$ cat src/rtl/rgb_stream_reader.sv
// Pixel-fetch front end of the VGA output path: prefetches {R,G,B} pixels from a
// valid/ready stream and emits one registered pixel per display-enable cycle, with per-line underflow recovery.
module rgb_stream_reader #(
  parameter int FIFO_DEPTH = 4,
  parameter int H_ACTIVE   = 640
) (
  input  logic                               clk,
  input  logic                               reset,
  input  logic                               frame_start,
  input  logic                               de,
  input  logic                               s_valid,
  input  logic [11:0]                        s_data,
  input  logic                               s_last,
  output logic                               s_ready,
  output logic [3:0]                         q_r,
  output logic [3:0]                         q_g,
  output logic [3:0]                         q_b,
  output logic                               de_out,
  output logic                               underflow,
  input  logic                               clr_err,
  output logic [$clog2(FIFO_DEPTH+1)-1:0]    fifo_level
);

  localparam int PW = $clog2(FIFO_DEPTH);
  localparam int LW = $clog2(FIFO_DEPTH + 1);
  localparam int CW = $clog2(H_ACTIVE + 1);
  localparam logic [LW-1:0] FULL_LEVEL = LW'(FIFO_DEPTH);
  localparam logic [CW-1:0] LAST_COUNT = CW'(H_ACTIVE);

  typedef enum logic [1:0] {IDLE, SYNC, ACTIVE, DRAIN} state_t;

  state_t        state, state_nxt;
  logic          de_q;
  logic [12:0]   mem [FIFO_DEPTH];
  logic [PW-1:0] wr_ptr, rd_ptr;
  logic [LW-1:0] level;
  logic [CW-1:0] pop_cnt;
  logic [12:0]   rd_entry;
  logic          unused_last;

  logic full, empty, de_rise, want_pop, pop, push, uf_set;

  assign fifo_level  = level;
  assign rd_entry    = mem[rd_ptr];
  // The stored last flag only matters on the write side (DRAIN exit); it is never replayed.
  assign unused_last = rd_entry[12];

  // NOTE: every signal written here gets a default first, so no path can infer a latch.
  always_comb begin
    full      = (level == FULL_LEVEL);
    empty     = (level == '0);
    de_rise   = de & ~de_q;
    want_pop  = 1'b0;
    s_ready   = 1'b0;
    state_nxt = state;

    // The rising-edge cycle in SYNC is already the first visible pixel of the line.
    if (!frame_start && de) begin
      if (state == SYNC && de_rise)                     want_pop = 1'b1;
      else if (state == ACTIVE && pop_cnt < LAST_COUNT) want_pop = 1'b1;
    end
    pop    = want_pop & ~empty;
    uf_set = want_pop & empty;

    case (state)
      IDLE:    s_ready = 1'b0;
      DRAIN:   s_ready = 1'b1;
      default: s_ready = ~full;
    endcase
    push = s_valid & s_ready & (state == SYNC || state == ACTIVE) & ~frame_start;

    if (frame_start) begin
      state_nxt = SYNC;
    end else begin
      case (state)
        IDLE:    state_nxt = IDLE;
        SYNC:    if (uf_set) state_nxt = DRAIN; else if (de_rise) state_nxt = ACTIVE;
        ACTIVE:  if (uf_set) state_nxt = DRAIN; else if (!de) state_nxt = SYNC;
        DRAIN:   if (s_valid && s_last) state_nxt = SYNC;
        default: state_nxt = IDLE;
      endcase
    end
  end

  // NOTE: the storage array has no reset; pointers and level define what is valid.
  always_ff @(posedge clk) begin
    if (push) mem[wr_ptr] <= {s_last, s_data};
  end

  // NOTE: all sequential state uses non-blocking assignments so every register samples pre-edge values.
  always_ff @(posedge clk or negedge reset) begin
    if (!reset) begin
      state     <= IDLE;
      de_q      <= 1'b0;
      de_out    <= 1'b0;
      wr_ptr    <= '0;
      rd_ptr    <= '0;
      level     <= '0;
      pop_cnt   <= '0;
      q_r       <= '0;
      q_g       <= '0;
      q_b       <= '0;
      underflow <= 1'b0;
    end else begin
      state  <= state_nxt;
      de_q   <= de;
      de_out <= de;

      if (pop) {q_r, q_g, q_b} <= rd_entry[11:0];
      else     {q_r, q_g, q_b} <= 12'h000;

      if (uf_set)       underflow <= 1'b1;
      else if (clr_err) underflow <= 1'b0;

      if (frame_start) begin
        wr_ptr  <= '0;
        rd_ptr  <= '0;
        level   <= '0;
        pop_cnt <= '0;
      end else begin
        if (push) wr_ptr <= wr_ptr + 1'b1;
        if (pop)  rd_ptr <= rd_ptr + 1'b1;
        case ({push, pop})
          2'b10:   level <= level + 1'b1;
          2'b01:   level <= level - 1'b1;
          default: level <= level;
        endcase
        if (pop)                pop_cnt <= (state == SYNC) ? CW'(1) : pop_cnt + 1'b1;
        else if (state == SYNC) pop_cnt <= '0;
      end
    end
  end

endmodule
$ cat config.mk
export PLATFORM = sky130hd
export DESIGN_NAME = rgb_stream_reader
export DESIGN_NICKNAME = d
export VERILOG_FILES = /design/src/rtl/rgb_stream_reader.sv
export SDC_FILE = /design/constraint.sdc
export NUM_CORES = 1
export LEC_CHECK = 0
export CORE_ASPECT_RATIO = 1.75
export CORE_MARGIN = 2
export CORE_UTILIZATION = 50
export DETAILED_ROUTE_END_ITERATION = 10
export PLACE_DENSITY = 0.72
export SLEW_MARGIN = 5
export SYNTH_ARGS = -nofsm -noshare
export SYNTH_HDL_FRONTEND = slang
export SYNTH_SLANG_ARGS = --single-unit
$ cat constraint.sdc
create_clock -name clk -period 4.22 [get_ports clk]
set_clock_uncertainty 0.1 [all_clocks]
set_input_delay 0.633 -clock clk [delete_from_list [all_inputs] [get_ports clk]]
set_output_delay 0.633 -clock clk [all_outputs]
set_load 0.005 [all_outputs]
==> impl_metrics.yaml, run 1 <==
outcome:
  status: "finished clean"
synthesis:
  ys_seq_area_share_pct: 66.7
  syn_inst: 221
  syn_area_per_cell_um2: 15.4
  synthesis.area_um2: 3400
  synth_edf_count: 48
  async_reset_ff_share_pct: 40.7
  ys_ff_latch: 81
  synth.distinct_cells: 46
  synth_flop_cell: "edfxtp_1"
  synth_nets: 250
  yosysWarnings: 0
timing:
  setup_viol: 0
  post-route-period-util_pct: 77.8
  hold_viol_final: 0
  rsz0062_at_grt: "no"
  layout_setup_ws_ns: 0.936
  worstMarginPinSlew_ns: 0.921
  min_period_ns: 3.28
  timing.hold.ws_ns: 0.402
  fmax_mhz: 305
  slew_viol_final: 0
  setup-tns-final_ns: 0
  slew_headroom_pct: 38.1
cts:
  clock_sinks: 81
  clockBufferDepth: 2
  cts_root_buffer: "clkbuf_16"
  cts_max_level: 3
  cts_hold_buf: 0
  cts_tree: "built"
  numCtsBuffers: 9
  cts_resized: 0
  clkTransAtPathRegs_ns: 0.06
  clk_latency_ns: 0.33
  cts_setup_buffers: 0
setup_path:
  required_ns: 4.34
  cp_data_arrival_time_ns: 3.41
  crit_fanout: 11
  cp-start-kind: "primary input"
  path_class: "primary input to flip-flop"
  end_kind: "flip-flop"
finish:
  seq_area_um2: 2270
  fillers: 526
  nets: 288
  diodes: 0
  finalInstanceArea_um2: 4100
  fin_util_pct: 62.7
  area_growth_pct: 20.6
  drive_above_1_share_pct: 15.5
  multi_input_area_um2: 1060
floorplanning:
  die_x_um: 66.3
  start_util_pct: 52.0
  dieArea_um2: 7500
  die_h_um: 113
  std_cell_rows: 39
  core_area_um2: 6540
  ios: 37
global_routing:
  antenna_found_initial: 0
  grt_max_degree: 34
  grt_pass1_vias: 1994
  grtUsageTotal_pct: 18.3
  grt-ovfl-total: 0
  grt_pass1_wl_mm: 9.77
drt:
  routed_wirelength_mm: 5.97
  postRouteAntennaNets: 0
  drt_first_iter_violations: 97
  wl_per_cell_um: 17.3
  firstDrtPassIters: 4
  via_per_inst: 5.66
  vias: 1959
  drc: 0
power:
  power_density_nw_per_um2: 511
  irDropWorstVdd_mv: 0.466
  p_leak_nw: 1.59
placed_design:
  hpwlAfterDp_mm: 3.97
  place_area_um2: 3820
  dp_slack_ns: 0.631
  place.gp.congestion: 0.792
  io_buffers: 36
hold_path:
  hp-class: "flip-flop to flip-flop"
job:
  maxCapViolations: 0
-- layout by cell type, fill, tap and decap left out, drive strengths merged, types with 3 or more instances in the layout --
cell type / count
mux2i: 3
inv: 6
ha: 9
edfxtp: 48
mux4: 12
nand3: 9
clkbuf: 13
and3: 18
xnor2: 6
dfrtp: 33
xor2: 6
nor2: 19
clkdlybuf4s50: 36
nand2: 8
-- cells by family (layout without fill, tap and decap cells) --
group / Yosys count / count (layout) / synth area share (%)
flip-flops: 81 / 81 / 66.7
AND/OR/NAND/NOR: 70 / 70 / 11.4
multiplexers: 17 / 17 / 9.49
buffers and inverters: 17 / 60 / 2.24
AO/OA/AOI/OAI: 14 / 14 / 3.16
XOR/XNOR: 12 / 12 / 3.09
adder cells (fa/ha/maj): 10 / 10 / 3.90
-- synth_stat cells, types with 2 or more instances --
cell       n  area [µm²]
mux4_2    12         270
nor4b_1    2        17.5
buf_2      4        20.0
nand3_1    9        45.0
nand2b_1   2        12.5
and3_2     4        30.0
inv_1      6        22.5
dfrtp_1   33         826
ha_1       9         113
nor2_1    19        71.3
xor2_1     6        52.6
nor3_1     2        10.0
clkbuf_1   5        18.8
and3_1    13        81.3
edfxtp_1  48        1440
nand4_1    2        12.5
xnor2_1    6        52.6
mux2i_1    3        30.0
o21ai_0    2        10.0
mux2_2     2        22.5
nand2_1    7        26.3
-- state kept, by name, indices dropped and copies added (netlist names) --
register / cells
pop_cnt: 10
rd_ptr: 2
fifo_level: 3
q_r: 4
q_b: 4
wr_ptr: 2
de_q: 1
q_g: 4
state: 2
mem: 48
underflow: 1
-- layout make-up --
cell class                      count  share of cell area, %
Sequential cell                    81                   55.3
Multi-Input combinational cell    123                   25.8
Timing Repair Buffer               38                   9.15
Clock buffer                       13                   6.35
Tap cell                           82                   2.50
Inverter                            6                  0.549
Clock inverter                      3                  0.397
-- layer usage --
metal  wire length [µm]  vias to the layer above  track usage [%]
met1               2250                     1004             19.8
li1                   -                      898                -
met2               3350                       47             32.0
met5                  0                        -                0
met3                237                       10             5.17
met4                137                        0             8.84
-- path summary, 6_finish.rpt --
kind	from	end	slack (ns)	cells after the start
min in group asynchronous	reset	q_r[3]	0.62	2
worst min-delay path	pop_cnt[9]	pop_cnt[9]	0.40	1
worst min register to register	pop_cnt[9]	pop_cnt[9]	0.40	1
max in group asynchronous	reset	wr_ptr[0]	3.10	2
worst max register to register	state[1]	fifo_level[2]	1.24	10
worst max-delay path	frame_start	fifo_level[2]	0.94	9
-- through the flow --
stage	instances	total power [mW]
6_report	346	2.10
5_1_grt	346	2.20
4_1_cts	346	2.12
3_5_place_dp	330	1.41
3_3_place_gp	330	1.40
2_1_floorplan	221	1.25
-- where the power goes --
part	internal [mW]	total, mW	switching (mW)	leakage, nW
clock	0.427	0.705	0.278	0.133
sequential	0.920	0.973	0.0529	0.885
combinational	0.196	0.418	0.222	0.570
-- worst max-delay path, cell delays in order --
cell and delay, ns:
clkdlybuf4s50_1 0.69, inv_1 0.25, a41o_1 0.29, nand2_2 0.14, nor2_1 0.08, fa_1 0.39, or4_4 0.55, and3_1 0.20
o21a_1 0.18
Power figures use the tool's default switching activity.
==> run 2, diff against run 1 <==
Settings changed: PLACE_DENSITY 0.72 to 0.75.
Clock period 4.22 ns to 2.9 ns, I/O delays scaled along.
==> impl_metrics.yaml, run 2 (synthesis results as in run 1) <==
timing:
  rsz0062_at_grt: "no"
  worstMarginPinSlew_ns: 0.578
  hold_viol_final: 0
  min_period_ns: 2.74
  setup-tns-final_ns: 0
  post-route-period-util_pct: 94.6
  setup_viol: 0
  fmax_mhz: 365
  slew_viol_final: 0
  slew_headroom_pct: 61.5
cts:
  clkTransAtPathRegs_ns: 0.06
  cts_tree: "built"
  clk_latency_ns: 0.33
  cts_hold_buf: 0
  clock_sinks: 81
  cts_max_level: 3
  cts_root_buffer: "clkbuf_16"
  numCtsBuffers: 9
  clockBufferDepth: 2
drt:
  vias: 1962
  drc: 0
  drt_first_iter_violations: 119
  via_per_inst: 5.51
  routed_wirelength_mm: 5.98
  postRouteAntennaNets: 0
  wl_per_cell_um: 16.8
  firstDrtPassIters: 4
setup_path:
  cp_data_arrival_time_ns: 2.86
  crit_fanout: 5
  crit-reg2reg-capture: "fifo_level[2]"
  slowest_delay_ns: 0.55
  crit_family: "simple AND/OR/NAND/NOR gates"
  cp.depth: 9
  startpoint: "state[0]"
  timing.rr.start: "state[0]"
  path_class: "flip-flop to flip-flop"
  rr_worst_depth: 9
  slowest_stage: "or4_4"
  path_buf_inv: 0
  cp-start-kind: "flip-flop"
  required_ns: 3.02
  reg2reg_slack_ns: 0.16
  crit_end: "fifo_level[2]"
  end_kind: "flip-flop"
  crit_path_cell_trace: "ha_2, and4bb_2, a41o_1, nand2_2, nor2_1, fa_1, or4_4, and3_1, o21a_1"
finish:
  layout_common_cells: "edfxtp_1 (48), clkdlybuf4s50_1 (36), dfrtp_1 (33), nor2_1 (19), and3_1 (13)"
  final_common_cell: "edfxtp_1"
  diodes: 0
  largest_reg_flops: 48
  top_register: "mem"
  drive_above_1_share_pct: 19.3
  nets: 298
  reg_top3: "mem (48), pop_cnt (10)"
  area_growth_pct: 23.2
global_routing:
  busiest_layer: "met2"
  met1_usage_pct: 22.3
  grt_max_degree: 34
  grt_pass1_vias: 2047
  antenna_found_initial: 0
  grt_pass1_wl_mm: 10.1
  met2_usage_pct: 31.3
  grt-ovfl-total: 0
  met3_usage_pct: 3.68
  grtUsageTotal_pct: 18.7
power:
  p_leak_nw: 1.65
  power_density_nw_per_um2: 748
  power.total_mw: 3.13
  irDropWorstVdd_mv: 0.484
floorplanning:
  start_util_pct: 52.0
  core_area_um2: 6540
  ios: 37
  die_h_um: 113
  die_x_um: 66.3
  dieArea_um2: 7500
  std_cell_rows: 39
placed_design:
  io_buffers: 36
  place.gp.congestion: 0.789
  hpwlAfterDp_mm: 3.80
job:
  maxCapViolations: 0
hold_path:
  hp-class: "flip-flop to flip-flop"
outcome:
  status: "finished clean"
[run 2: cell types whose count changed in the layout (fill, tap and decap cells not counted)]
cell / change
clkinvlp_4: -1
clkbuf_8: -2
ha_1: -1
clkinv_2: +2
clkbuf_1: -1
buf_4: +10
ha_2: +1
inv_6: +1
bufinv_16: +1
[run 2: metal layers]
metal | part of all wire [%] | wire, µm
met1 | 40 | 2390
met2 | 55 | 3270
met3 | 3.3 | 195
met4 | 2.1 | 124
met5 | 0 | 0
[run 2: cell type report]
type | count | area, µm²
repair buffers | 48 | 450
clock buffers | 10 | 229
well taps | 82 | 103
fillers | 479 | 2350
inverters | 6 | 22.5
multi-input cells | 123 | 1060
flip-flops and latches | 81 | 2270
clock inverters | 6 | 57.6
[run 2: how the worst min path moves through the flow]
stage / start / endpoint / slack [ns] / cells after the start
4_1_cts: pop_cnt[9] / pop_cnt[9] / 0.41 / 1
3_3_place_gp: pop_cnt[9] / pop_cnt[9] / 0.39 / 1
6_report: pop_cnt[9] / pop_cnt[9] / 0.41 / 1
2_1_floorplan: reset / de_q / 0.04 / 0
5_1_grt: pop_cnt[9] / pop_cnt[9] / 0.43 / 1
3_5_place_dp: pop_cnt[9] / pop_cnt[9] / 0.39 / 1
[run 2: what timing repair did]
action	in CTS	in global routing
buffers inserted	0	0
hold endpoints to repair	0	0
gates resized for setup	0	1
endpoints found under the setup margin	0	1
[run 2: power by group]
| part | switching (mW) | leakage, nW | total [mW] | internal, mW |
|---|---|---|---|---|
| clock | 0.418 | 0.144 | 1.08 | 0.661 |
| combinational | 0.336 | 0.617 | 0.657 | 0.321 |
| sequential | 0.0599 | 0.885 | 1.40 | 1.34 |
[run 2: metrics by stage]
stage                     worst slack (ns)  instance area [µm²]  hold slack (ns)  std cells  utilization [%]
final                                0.157                 4190            0.409        356             64.1
after global routing                0.0511                 4190            0.431        356             64.1
after CTS                           0.0891                 4190            0.408        356             64.0
after detailed placement            -0.142                 3900            0.395        340             59.6
after global placement             -0.0678                 3900            0.386        340             59.6
after floorplan                    0.00600                 3400           0.0394        221                -
